===== src/rtl/irq_controller_pkg.sv =====
// Shared constants and bus request type for the platform interrupt controller.
package irq_controller_pkg;

  localparam int IRQ_ID_W = 5;

  // Word index (addr[4:2]) of each MMIO register
  localparam logic [2:0] REG_PENDING   = 3'd0;
  localparam logic [2:0] REG_ENABLE    = 3'd1;
  localparam logic [2:0] REG_EDGE_MODE = 3'd2;
  localparam logic [2:0] REG_CLAIM     = 3'd3;
  localparam logic [2:0] REG_STATUS    = 3'd4;

  localparam logic [1:0] ST_IDLE    = 2'd0;
  localparam logic [1:0] ST_ASSERT  = 2'd1;
  localparam logic [1:0] ST_CLAIMED = 2'd2;

  typedef struct packed {
    logic [2:0]  idx;
    logic        wen;
    logic        ren;
    logic [31:0] wdata;
  } bus_req_t;

endpackage


===== src/rtl/irq_sync_edge.sv =====
// Per-source synchroniser: SYNC_STAGES flops plus one delay flop for rise detection.
module irq_sync_edge #(
  parameter int SYNC_STAGES = 2
) (
  input  logic clk,
  input  logic rst,
  input  logic irq,
  output logic sync_level,
  output logic rise_pulse
);

  logic [SYNC_STAGES-1:0] sync_q;
  logic                   dly_q;

  always_ff @(posedge clk or negedge rst) begin
    if (!rst) begin
      sync_q <= '0;
      dly_q  <= 1'b0;
    end else begin
      sync_q <= {sync_q[SYNC_STAGES-2:0], irq};
      dly_q  <= sync_q[SYNC_STAGES-1];
    end
  end

  assign sync_level = sync_q[SYNC_STAGES-1];
  assign rise_pulse = sync_q[SYNC_STAGES-1] & ~dly_q;

endmodule


===== src/rtl/irq_controller.sv =====
// Pending/enable/edge-mode register file, fixed-priority encoder and claim/complete FSM
// driving the core's level interrupt input.
module irq_controller
  import irq_controller_pkg::*;
#(
  parameter int NUM_SRC     = 8,
  parameter int SYNC_STAGES = 2
) (
  input  logic               clk,
  input  logic               rst,
  input  logic [NUM_SRC-1:0] irq_in,
  input  logic [4:0]         bus_addr,
  input  logic               bus_wen,
  input  logic               bus_ren,
  input  logic [31:0]        bus_wdata,
  output logic [31:0]        bus_rdata,
  output logic               interrupt
);

  logic [NUM_SRC-1:0]  sync_level, rise_pulse;
  logic [NUM_SRC-1:0]  pending, enable, edge_mode;
  logic [NUM_SRC-1:0]  pending_nxt, active, best_oh, claim_clr, w1c;
  logic [IRQ_ID_W-1:0] svc_id, best_id;
  logic [1:0]          state, state_nxt;
  logic [31:0]         rdata_nxt;
  logic                req, claim_rd, claim_wr, claim_take;
  bus_req_t            breq;

  irq_sync_edge #(.SYNC_STAGES(SYNC_STAGES)) u_sync [NUM_SRC-1:0] (
    .clk        (clk),
    .rst        (rst),
    .irq        (irq_in),
    .sync_level (sync_level),
    .rise_pulse (rise_pulse)
  );

  assign breq = '{idx: bus_addr[4:2], wen: bus_wen, ren: bus_ren, wdata: bus_wdata};

  logic unused_bits;
  assign unused_bits = &{1'b0, bus_addr[1:0], bus_wdata};

  assign active = pending & enable;
  assign req    = |active;

  // Scan high to low so the lowest set index is the one left standing
  always_comb begin
    best_id = '0;
    best_oh = '0;
    for (int i = NUM_SRC - 1; i >= 0; i--) begin
      if (active[i]) begin
        best_id = IRQ_ID_W'(i + 1);
        best_oh = '0;
        best_oh[i] = 1'b1;
      end
    end
  end

  assign claim_rd   = breq.ren && (breq.idx == REG_CLAIM);
  assign claim_wr   = breq.wen && (breq.idx == REG_CLAIM);
  assign claim_take = claim_rd && (state != ST_CLAIMED) && req;
  assign claim_clr  = claim_take ? best_oh : '0;
  assign w1c        = (breq.wen && (breq.idx == REG_PENDING)) ? breq.wdata[NUM_SRC-1:0] : '0;

  // Edge sources: a rise in the same cycle as a clear keeps the bit set
  always_comb begin
    pending_nxt = pending;
    for (int i = 0; i < NUM_SRC; i++) begin
      if (edge_mode[i])
        pending_nxt[i] = (pending[i] & ~(w1c[i] | claim_clr[i])) | rise_pulse[i];
      else
        pending_nxt[i] = sync_level[i];
    end
  end

  always_comb begin
    state_nxt = state;
    case (state)
      ST_IDLE:    if (claim_take) state_nxt = ST_CLAIMED;
                  else if (req)   state_nxt = ST_ASSERT;
      ST_ASSERT:  if (claim_take) state_nxt = ST_CLAIMED;
                  else if (!req)  state_nxt = ST_IDLE;
      ST_CLAIMED: if (claim_wr && (breq.wdata[IRQ_ID_W-1:0] == svc_id)) state_nxt = ST_IDLE;
      default:    state_nxt = ST_IDLE;
    endcase
  end

  // Reads see pre-write register values
  always_comb begin
    rdata_nxt = '0;
    case (breq.idx)
      REG_PENDING:   rdata_nxt = 32'(pending);
      REG_ENABLE:    rdata_nxt = 32'(enable);
      REG_EDGE_MODE: rdata_nxt = 32'(edge_mode);
      REG_CLAIM:     rdata_nxt = claim_take ? 32'(best_id) : 32'd0;
      REG_STATUS:    rdata_nxt = {22'd0, state, 3'd0, svc_id};
      default:       rdata_nxt = '0;
    endcase
  end

  always_ff @(posedge clk or negedge rst) begin
    if (!rst) begin
      pending   <= '0;
      enable    <= '0;
      edge_mode <= '0;
      svc_id    <= '0;
      state     <= ST_IDLE;
      interrupt <= 1'b0;
      bus_rdata <= '0;
    end else begin
      pending   <= pending_nxt;
      state     <= state_nxt;
      interrupt <= (state_nxt == ST_ASSERT);
      if (claim_take) svc_id <= best_id;
      if (breq.wen && (breq.idx == REG_ENABLE))    enable    <= breq.wdata[NUM_SRC-1:0];
      if (breq.wen && (breq.idx == REG_EDGE_MODE)) edge_mode <= breq.wdata[NUM_SRC-1:0];
      if (breq.ren) bus_rdata <= rdata_nxt;
    end
  end

endmodule


===== config.mk =====
export PLATFORM = sky130hd
export DESIGN_NAME = irq_controller
export DESIGN_NICKNAME = d
export VERILOG_FILES = /design/src/rtl/irq_controller_pkg.sv /design/src/rtl/irq_sync_edge.sv /design/src/rtl/irq_controller.sv
export SDC_FILE = /design/constraint.sdc
export NUM_CORES = 1
export LEC_CHECK = 0
export ABC_AREA = 0
export CAP_MARGIN = 20
export CORE_MARGIN = 1
export CORE_UTILIZATION = 49
export CTS_BUF_LIST = sky130_fd_sc_hd__clkbuf_8
export DETAILED_ROUTE_END_ITERATION = 10
export PLACE_DENSITY = 0.81
export SYNTH_ARGS = -nofsm -noshare
export SYNTH_HDL_FRONTEND = slang
export SYNTH_SLANG_ARGS = --single-unit

===== constraint.sdc =====
create_clock -name clk -period 2.1 [get_ports clk]
set_input_delay 0.21 -clock clk [delete_from_list [all_inputs] [get_ports clk]]
set_output_delay 0.21 -clock clk [all_outputs]
set_load 0.03 [all_outputs]

==> flow_summary.ini <==
[synthesis]
yosysMostFrequentCell = dfrtp_1
netlist_instances = 258
ys.flop_type = dfrtp_1
synth.avg_cell_area_um2 = 11.4
ys_types = 50
synth_commonest_cells = dfrtp_1, nand2_1, buf_4, mux2_2, a21oi_1
synth_area_um2 = 2950
synth_edf_count = 0
synth_top_area_share_pct = 55.2
yosysWarnings = 0
synthArstFlopShare_pct = 100
synthTopCellsByArea = dfrtp_1, buf_4, mux2_2
synth_area_leader_cell = dfrtp_1
ys_seq_elements = 65
yosysSeqAreaShare_pct = 55.2

[clocking]
cts_resized = 0
clk_pin_slew_worst_paths_ns = 0.07
insertion_delay_ns = 0.34
cts_setup_buffers = 0
cts_tree = built
clock-sinks = 65
numCtsBuffers = 9
cts_max_level = 3
clockBufferDepth = 2
root_buffer = clkbuf_8

[timing]
skew_ns = 0.00591
worst_pin_slew_ns = 0.597
slew_headroom_pct = 60.2
rsz0062_at_grt = false
holdWs_ns = 0.305
setup_viol = 0
tns_ns = 0
fin_crit_ns = 1.86
hold_viol_final = 0
max_freq_mhz = 538
drv_slew = 0
final.period_utilization_pct = 88.5

[die]
num_rows = 27
initial_core_util_pct = 52.2
die_h_um = 79.5
dieWidth_um = 79.5
pin_count = 82
die-area_um2 = 6330
core_area_um2 = 5640

[worst_setup_path]
cp_max_fo = 5
crit_family = compound AO/OA/AOI/OAI gates
end_kind = register
worstSetupStartpointType = register
critPathSlowestCell = a222oi_1
path_cells = a222oi_1 > nand2_1 > o21ai_0 > o221ai_1
critPathBufInv = 0
critPathMaxStageDelay_ns = 0.52
crit_type = register to register
worstPathRequired_ns = 2.29
cp.arrival_ns = 2.05

[worst_hold_path]
hold_path_class = input pin to register

[route]
drc = 0
ant_nets = 0
drtPass1Iterations = 4
drt-vias-per-instance = 5.52
wl_mm = 6.10
drt_iter0_markers = 110
vias = 2130
post_drt_wl_per_cell_um = 15.8

[global_routing]
grt_pass1_wl_mm = 10.2
grt_pass1_vias = 2053
grt_max_degree = 41
antenna_found_initial = 0
grt_usage_pct = 22.0
grt-ovfl-total = 0

[status]
outcome = finished clean

[power]
leakage_nw = 1.59
peakVddDrop_mv = 0.513
power_density_nw_per_um2 = 965

[job]
drv_cap = 0

[layout]
drive_above_1_share_pct = 17.8
diodes = 0
nNetsFinal = 358
syn_to_final_growth_pct = 21.2

[placed_design]
place_congestion = 0.909
hpwl_mm = 4.43
port_buffers = 33
[worst reg2reg max path, cell delays in order, from the launching register on]
cell,delay (ns)
dfrtp_1,0.43
a222oi_1,0.52
nand2_1,0.14
o21ai_0,0.43
o221ai_1,0.20
[sequential cells by signal (all words and copies together) (netlist names)]
register	cells
enable	8
bus_rdata	10
u_sync.sync_q	16
u_sync.dly_q	8
interrupt	1
svc_id	4
state	2
edge_mode	8
pending	8
[metal layers]
layer  wire [µm]  vias up  share of wire [%]  track usage, %
li1            -      987                  -               -
met3         421        5                6.9            4.23
met4          48        0               0.79            10.9
met1        2680     1048                 44            29.3
met2        2950       90                 48            34.3
met5           0        -                  0               0
[kinds of logic after synthesis]
kind of cell    synth area share (%)
flops                           55.2
xor+xnor                        1.19
mux                             8.84
simple gates                    13.5
compound gates                  12.9
buf+inv                         8.20
other cells                    0.127
[final timing paths]
path / start / to / slack, ns / cells past startpoint
max reg2reg: enable[0]$_DFFE_PN0P_ / bus_rdata[0]$_DFFE_PN0P_ / 0.24 / 4
min in group asynchronous: rst / u_sync[1].dly_q$_DFF_PN0_ / 0.43 / 2
min reg2reg: u_sync[1].sync_q[0]$_DFF_PN0_ / u_sync[1].sync_q[1]$_DFF_PN0_ / 0.35 / 0
min: irq_in[6] / u_sync[6].sync_q[0]$_DFF_PN0_ / 0.31 / 1
max in group asynchronous: rst / enable[7]$_DFFE_PN0P_ / 1.05 / 3
max: enable[0]$_DFFE_PN0P_ / bus_rdata[0]$_DFFE_PN0P_ / 0.24 / 4
[cell type report]
type	count	area [µm²]
Clock buffer	11	151
Clock inverter	5	53.8
Fill cell	462	2070
Inverter	9	33.8
Multi-Input combinational cell	177	1160
Sequential cell	65	1630
Tap cell	72	90.1
Timing Repair Buffer	47	458
[timing repair]
action,CTS,global route
hold buffers,1,0
endpoints found under the hold margin,25,0
endpoints found under the setup margin,0,0
[stage by stage]
| stage | power, mW | util (%) | setup slack, ns | cell area, µm² | std cells |
|---|---|---|---|---|---|
| after floorplan | 2.14 | - | 0.581 | 3020 | 279 |
| after global placement | 2.36 | 59.5 | 0.250 | 3350 | 369 |
| after detailed placement | 2.39 | 59.5 | 0.212 | 3350 | 369 |
| after CTS | 3.48 | 63.3 | 0.246 | 3570 | 386 |
| after global routing | 3.62 | 63.3 | 0.0835 | 3570 | 386 |
| final | 3.44 | 63.3 | 0.241 | 3570 | 386 |
[layout by cell type (no fill, tap or decap), drive strengths merged, types with 4 or more instances in the layout]
master	instances
conb	22
mux2i	8
a21oi	10
and2	4
o21ai	9
buf	14
mux2	16
nor2	8
clkdlybuf4s50	32
dfrtp	65
nand4	4
nand2	35
clkbuf	11
a22oi	4
a22o	5
o22ai	6
clkinv	4
xnor2	4
inv	9
[report_power, final]
group	total, mW	switching (mW)	internal [mW]
logic	0.752	0.405	0.346
registers	1.62	0.179	1.44
clock network	1.08	0.468	0.609
Power figures use the tool's default switching activity.
